**src/rtl/ysyx_040750_csr_pkg.sv**
```systemverilog
// Shared CSR addresses, mstatus field positions and the ecall cause code
// for the machine-mode CSR register file.
package ysyx_040750_csr_pkg;

   localparam logic [11:0] CSR_MSTATUS  = 12'h300;
   localparam logic [11:0] CSR_MTVEC    = 12'h305;
   localparam logic [11:0] CSR_MEPC     = 12'h341;
   localparam logic [11:0] CSR_MCAUSE   = 12'h342;
   localparam logic [11:0] CSR_MCYCLE   = 12'hB00;
   localparam logic [11:0] CSR_MINSTRET = 12'hB02;

   localparam int MSTATUS_MIE    = 3;
   localparam int MSTATUS_MPIE   = 7;
   localparam int MSTATUS_MPP_LO = 11;
   localparam int MSTATUS_MPP_HI = 12;

   localparam logic [63:0] CAUSE_ECALL_M = 64'd11;

endpackage

```
**src/rtl/ysyx_040750_csr_counter.sv**
```systemverilog
// Free-running CSR counter; a CSR write loads the value and suppresses
// that cycle's increment. Wraps naturally at 2^WIDTH.
module ysyx_040750_csr_counter
   import ysyx_040750_csr_pkg::*;
#(
   parameter int WIDTH = 64
) (
   input  logic             I_clk,
   input  logic             I_rst_n,
   input  logic             I_inc,
   input  logic             I_wen,
   input  logic [WIDTH-1:0] I_wdata,
   output logic [WIDTH-1:0] O_count
);

   logic [WIDTH-1:0] count_q;
   logic [WIDTH-1:0] count_d;

   // next count: write load first, otherwise conditional increment
   always_comb begin
      count_d = count_q;
      if (I_wen) begin
         count_d = I_wdata;
      end else if (I_inc) begin
         count_d = count_q + WIDTH'(1);
      end
   end

   // counter register with synchronous active-low reset
   always_ff @(posedge I_clk) begin
      if (!I_rst_n) begin
         count_q <= '0;
      end else begin
         count_q <= count_d;
      end
   end

   assign O_count = count_q;

endmodule

```
**src/rtl/ysyx_040750_csr_regfile.sv**
```systemverilog
// Machine-mode CSR storage: committed WB writes, combinational ID read,
// atomic ecall/mret updates and redirect targets for fetch.
// Optional mcycle/minstret counters: define YSYX_040750_CSR_COUNTER_EN.
module ysyx_040750_csr_regfile
   import ysyx_040750_csr_pkg::*;
#(
   parameter int             XLEN        = 64,
   parameter logic [XLEN-1:0] MSTATUS_RST = 64'h0000_000a_0000_1800,
   parameter logic [XLEN-1:0] ECALL_CAUSE = 64'd11
) (
   input  logic            I_clk,
   input  logic            I_rst_n,
   input  logic [11:0]     I_csr_addr_ID,
   output logic [XLEN-1:0] O_csr_ID,
   output logic            O_csr_addr_err,
   input  logic            I_csr_wen_WB,
   input  logic [11:0]     I_csr_addr_WB,
   input  logic [XLEN-1:0] I_csr_WB,
   input  logic            I_ecall_WB,
   input  logic            I_mret_WB,
   input  logic [XLEN-1:0] I_pc_WB,
`ifdef YSYX_040750_CSR_COUNTER_EN
   input  logic            I_retire_WB,
`endif
   output logic [XLEN-1:0] O_mtvec,
   output logic [XLEN-1:0] O_mepc
);

   // mtvec/mepc are word aligned; low two bits never hold state
   localparam logic [XLEN-1:0] ALIGN_MASK = {{(XLEN-2){1'b1}}, 2'b00};

   logic [XLEN-1:0] mstatus_q, mstatus_d;
   logic [XLEN-1:0] mtvec_q,   mtvec_d;
   logic [XLEN-1:0] mepc_q,    mepc_d;
   logic [XLEN-1:0] mcause_q,  mcause_d;

`ifdef YSYX_040750_CSR_COUNTER_EN
   logic [XLEN-1:0] mcycle;
   logic [XLEN-1:0] minstret;
   logic            mcycle_wen;
   logic            minstret_wen;

   assign mcycle_wen   = I_csr_wen_WB && (I_csr_addr_WB == CSR_MCYCLE);
   assign minstret_wen = I_csr_wen_WB && (I_csr_addr_WB == CSR_MINSTRET);

   ysyx_040750_csr_counter #(.WIDTH(XLEN)) u_mcycle (
      .I_clk   (I_clk),
      .I_rst_n (I_rst_n),
      .I_inc   (1'b1),
      .I_wen   (mcycle_wen),
      .I_wdata (I_csr_WB),
      .O_count (mcycle)
   );

   ysyx_040750_csr_counter #(.WIDTH(XLEN)) u_minstret (
      .I_clk   (I_clk),
      .I_rst_n (I_rst_n),
      .I_inc   (I_retire_WB),
      .I_wen   (minstret_wen),
      .I_wdata (I_csr_WB),
      .O_count (minstret)
   );
`endif

   // next-state: CSR write first, then ecall/mret override the fields they own
   always_comb begin
      mstatus_d = mstatus_q;
      mtvec_d   = mtvec_q;
      mepc_d    = mepc_q;
      mcause_d  = mcause_q;
      if (I_csr_wen_WB) begin
         case (I_csr_addr_WB)
            CSR_MSTATUS: mstatus_d = I_csr_WB;
            CSR_MTVEC:   mtvec_d   = I_csr_WB & ALIGN_MASK;
            CSR_MEPC:    mepc_d    = I_csr_WB & ALIGN_MASK;
            CSR_MCAUSE:  mcause_d  = I_csr_WB;
            default: ;
         endcase
      end
      // trap updates start from the committed mstatus, so a same-cycle write is dropped
      if (I_ecall_WB) begin
         mepc_d                                  = I_pc_WB & ALIGN_MASK;
         mcause_d                                = ECALL_CAUSE;
         mstatus_d                               = mstatus_q;
         mstatus_d[MSTATUS_MPIE]                 = mstatus_q[MSTATUS_MIE];
         mstatus_d[MSTATUS_MIE]                  = 1'b0;
         mstatus_d[MSTATUS_MPP_HI:MSTATUS_MPP_LO] = 2'b11;
      end else if (I_mret_WB) begin
         mstatus_d                               = mstatus_q;
         mstatus_d[MSTATUS_MIE]                  = mstatus_q[MSTATUS_MPIE];
         mstatus_d[MSTATUS_MPIE]                 = 1'b1;
         mstatus_d[MSTATUS_MPP_HI:MSTATUS_MPP_LO] = 2'b11;
      end
   end

   // architectural CSR registers with synchronous active-low reset
   always_ff @(posedge I_clk) begin
      if (!I_rst_n) begin
         mstatus_q <= MSTATUS_RST;
         mtvec_q   <= '0;
         mepc_q    <= '0;
         mcause_q  <= '0;
      end else begin
         mstatus_q <= mstatus_d;
         mtvec_q   <= mtvec_d;
         mepc_q    <= mepc_d;
         mcause_q  <= mcause_d;
      end
   end

   // ID read mux; no WB bypass here, the forwarding unit handles that
   always_comb begin
      O_csr_ID       = '0;
      O_csr_addr_err = 1'b0;
      case (I_csr_addr_ID)
         CSR_MSTATUS:  O_csr_ID = mstatus_q;
         CSR_MTVEC:    O_csr_ID = mtvec_q;
         CSR_MEPC:     O_csr_ID = mepc_q;
         CSR_MCAUSE:   O_csr_ID = mcause_q;
`ifdef YSYX_040750_CSR_COUNTER_EN
         CSR_MCYCLE:   O_csr_ID = mcycle;
         CSR_MINSTRET: O_csr_ID = minstret;
`endif
         default:      O_csr_addr_err = 1'b1;
      endcase
   end

   assign O_mtvec = mtvec_q;
   assign O_mepc  = mepc_q;

endmodule

```
**config.mk**
```make
export PLATFORM = sky130hd
export DESIGN_NAME = ysyx_040750_csr_regfile
export DESIGN_NICKNAME = d
export VERILOG_FILES = /design/src/rtl/ysyx_040750_csr_pkg.sv /design/src/rtl/ysyx_040750_csr_counter.sv /design/src/rtl/ysyx_040750_csr_regfile.sv
export SDC_FILE = /design/constraint.sdc
export NUM_CORES = 1
export LEC_CHECK = 0
export CORE_MARGIN = 5
export CORE_UTILIZATION = 51
export DETAILED_ROUTE_END_ITERATION = 16
export GPL_TIMING_DRIVEN = 0
export PLACE_DENSITY = 0.9
export SYNTH_ARGS = -nofsm -noshare
export SYNTH_HDL_FRONTEND = slang
export SYNTH_SLANG_ARGS = --single-unit
```
**constraint.sdc**
```tcl
create_clock -name I_clk -period 3.2 [get_ports I_clk]
set_input_delay 0.64 -clock I_clk [delete_from_list [all_inputs] [get_ports I_clk]]
set_output_delay 0.64 -clock I_clk [all_outputs]
set_load 0.005 [all_outputs]
```
==> out/qor.yml <==
route:
  first_pass_iters: 7
  avgRoutedWirePerCell_um: 24.12
  drt-total-wl_um: 51730
  vias: 13990
  dr.first_iter.drc_count: 2115
  via_per_inst: 6.522
  antenna_left: 0
  route.detailed.drc: 0
synthesis:
  synth_area_leader_cell: "dfxtp_1"
  syn_avg_cell_area_sq_um: 7.869
  yosysTopAreaCellShare_pct: 44.19
  synth_seq_cells: 252
  synth_cell_types: 41
  synth_area_sq_um: 11420
  ys_seq_area_share_pct: 44.19
  synth_area_leaders: "dfxtp_1 (44%), nand2_1 (11%), a22oi_1 (8.3%)"
  yosysWarnings: 0
  syn_inst: 1451
grt:
  grt_pass1_wl_um: 77630
  grt.total_usage_pct: 37.72
  grt_overflow: 0
  grt_pass1_vias: 13858
  grt_max_degree: 15
  antenna_found_initial: 4
setup_path:
  crit_fanout: 10
  worstPathArrival_ns: 2.63
  critical_path_required_ns: 2.56
  crit_path_end_kind: "output port"
  crit_type: "in2out"
  start_kind: "input pin"
floorplan:
  num_io_pins: 350
  core-area_sq_um: 21960
  die_width_um: 159.6
  row_count: 54
  die_height_um: 159.6
  initial_core_util_pct: 51.99
  dieArea_sq_um: 25480
placed_design:
  dp.cells: 2076
  hpwlAfterDp_um: 35060
  dpl_cell_area_sq_um: 15200
  place_ws_ns: -1.122
  portBuffers: 342
  globalplace.congestion: 0.9154
sta:
  maxSlewViolCount: 0
  worstMarginPinSlew_ns: 0.9085
  max_freq_mhz: 306.2
  rsz0062_at_grt: "true"
  clock_skew_ns: 0.0006480
  setup_viol_count_final: 17
  finalCritPeriodShare_pct: 102.1
  setup_ws_ns: -0.06624
  relSlewSlack_pct: 39.43
  min_period_ns: 3.266
  tns_ns: -0.3262
  finalHoldViolations: 0
finish:
  drive_gt1_share_pct: 10.42
  fin_area_sq_um: 16620
  final_cells: 2145
  fin_nets: 1999
  fillers: 1550
  area_delta_synth_final_pct: 45.60
  final_core_util_pct: 75.70
clock_network:
  clk_latency_ns: 0.52
  clock_path_buffers: 3
  clockRootBuffer: "clkbuf_16"
  cts_tree: "done"
  cts_sinks: 252
  cts_buffers: 26
  path_clk_slew_ns: 0.06
  h-tree-depth: 1
worst_hold_path:
  hp-class: "reg2reg"
status:
  status: "finished, violations left"
  violations: "negative setup slack"
job:
  maxCapViolations: 0
power:
  max-vdd-ir-drop_v: 0.0003806
  p_per_area_nw_per_um2: 433.1
  p_leak_uw: 0.005623
==> sequential cells by signal, indices dropped and copies added (netlist names) <==
register   count
O_mepc        62
O_mtvec       62
mcause_q      64
mstatus_q     64
==> placed cells by master (no fill, tap or decap), types with 29 or more instances in the layout <==
master / synthesis / layout
o21ai_1: 60 / 61
a22oi_1: 126 / 123
a21boi_1: 75 / 75
a21boi_0: 45 / 45
clkbuf_1: 107 / 78
nand2_1: 344 / 343
clkdlybuf4s50_1: 0 / 274
a31oi_1: 33 / 33
o22ai_1: 62 / 36
buf_4: 5 / 29
o21ai_0: 68 / 67
dlygate4sd2_1: 0 / 29
nand3_1: 66 / 66
dfxtp_1: 252 / 252
a21oi_1: 123 / 123
==> path summary, 6_finish.rpt <==
| kind | start | to | slack, ns | depth (start not counted) |
|---|---|---|---|---|
| worst max-delay path | I_csr_addr_ID[5] | O_csr_ID[3] | -0.07 | 10 |
| worst min-delay path | mcause_q[15] | mcause_q[15] | 0.46 | 2 |
| worst min register to register | mcause_q[15] | mcause_q[15] | 0.46 | 2 |
| worst max register to register | O_mtvec[45] | O_mtvec[45] | 2.39 | 2 |
==> cells in the mapped netlist (all sizes together) <==
library cell / count
a21boi: 120
or3: 5
nor4b: 1
buf: 43
nor3b: 2
nand2: 344
nand4: 3
o211ai: 1
a31oi: 33
and4: 3
and3: 1
o311a: 3
a21oi: 123
nor2: 3
a311oi: 1
a22oi: 126
nor4: 2
and2: 2
nand4b: 2
inv: 1
nor2b: 4
nand3: 66
dfxtp: 252
a211oi: 1
nor3: 3
nor4bb: 3
conb: 1
and3b: 2
clkbuf: 108
o22ai: 62
o21ai: 128
and4b: 1
or4: 1
==> timing repair <==
item                       CTS  global route
hold buffers                 0             0
gates resized for setup    191            66
setup endpoints to repair   65            63
pin swaps                    4             6
buffers inserted            15             5
==> cell type report <==
| class | instances | area (sq um) | area share (%) |
|---|---|---|---|
| diodes | 3 | 7.507 | 0.04516 |
| plain buffers | 149 | 930.9 | 5.600 |
| clock buffers | 34 | 711.9 | 4.283 |
| clock inverters | 14 | 176.4 | 1.061 |
| inverters | 1 | 3.754 | 0.02258 |
| multi-input cells | 1050 | 5909 | 35.55 |
| flip-flops and latches | 252 | 5045 | 30.35 |
| well taps | 280 | 350.3 | 2.107 |
| repair buffers | 362 | 3488 | 20.98 |
==> where the power goes <==
part	switching (uW)	internal, uW	total, uW
sequential	55.1	3190	3250
combinational	363	369	732
clock	1320	1890	3220
==> metal layers <==
layer	vias to the layer above	global-route usage (%)	wire length [um]
met5	-	0	53
met1	6566	45.13	17920
met2	1179	61.86	23980
met4	2	21.78	3190
met3	240	9.356	6589
li1	6003	-	-
==> critical path, stage by stage <==
cell and delay (ns):
clkdlybuf4s50_1 0.46, nor3_4 0.22, nor3b_2 0.25, buf_4 0.18, buf_4 0.13, buf_4 0.10
clkbuf_8 0.16, a22oi_1 0.11, o22ai_2 0.22, buf_2 0.15
==> through the flow <==
stage	total power (uW)	hold WS, ns
floorplan	3526	0.4368
global placement	3981	0.4413
CTS	7129	0.4586
finish	7199	0.4591
global route	7343	0.4754
detailed placement	3995	0.4490
==> kinds of logic after synthesis <==
logic type | after synthesis | synth area share (%)
buffers and inverters | 152 | 6.214
AOI/OAI and AO/OA | 598 | 32.85
and+or+nand+nor | 448 | 16.71
DFF | 252 | 44.19
other | 1 | 0.03285
Power figures use the tool's default switching activity.
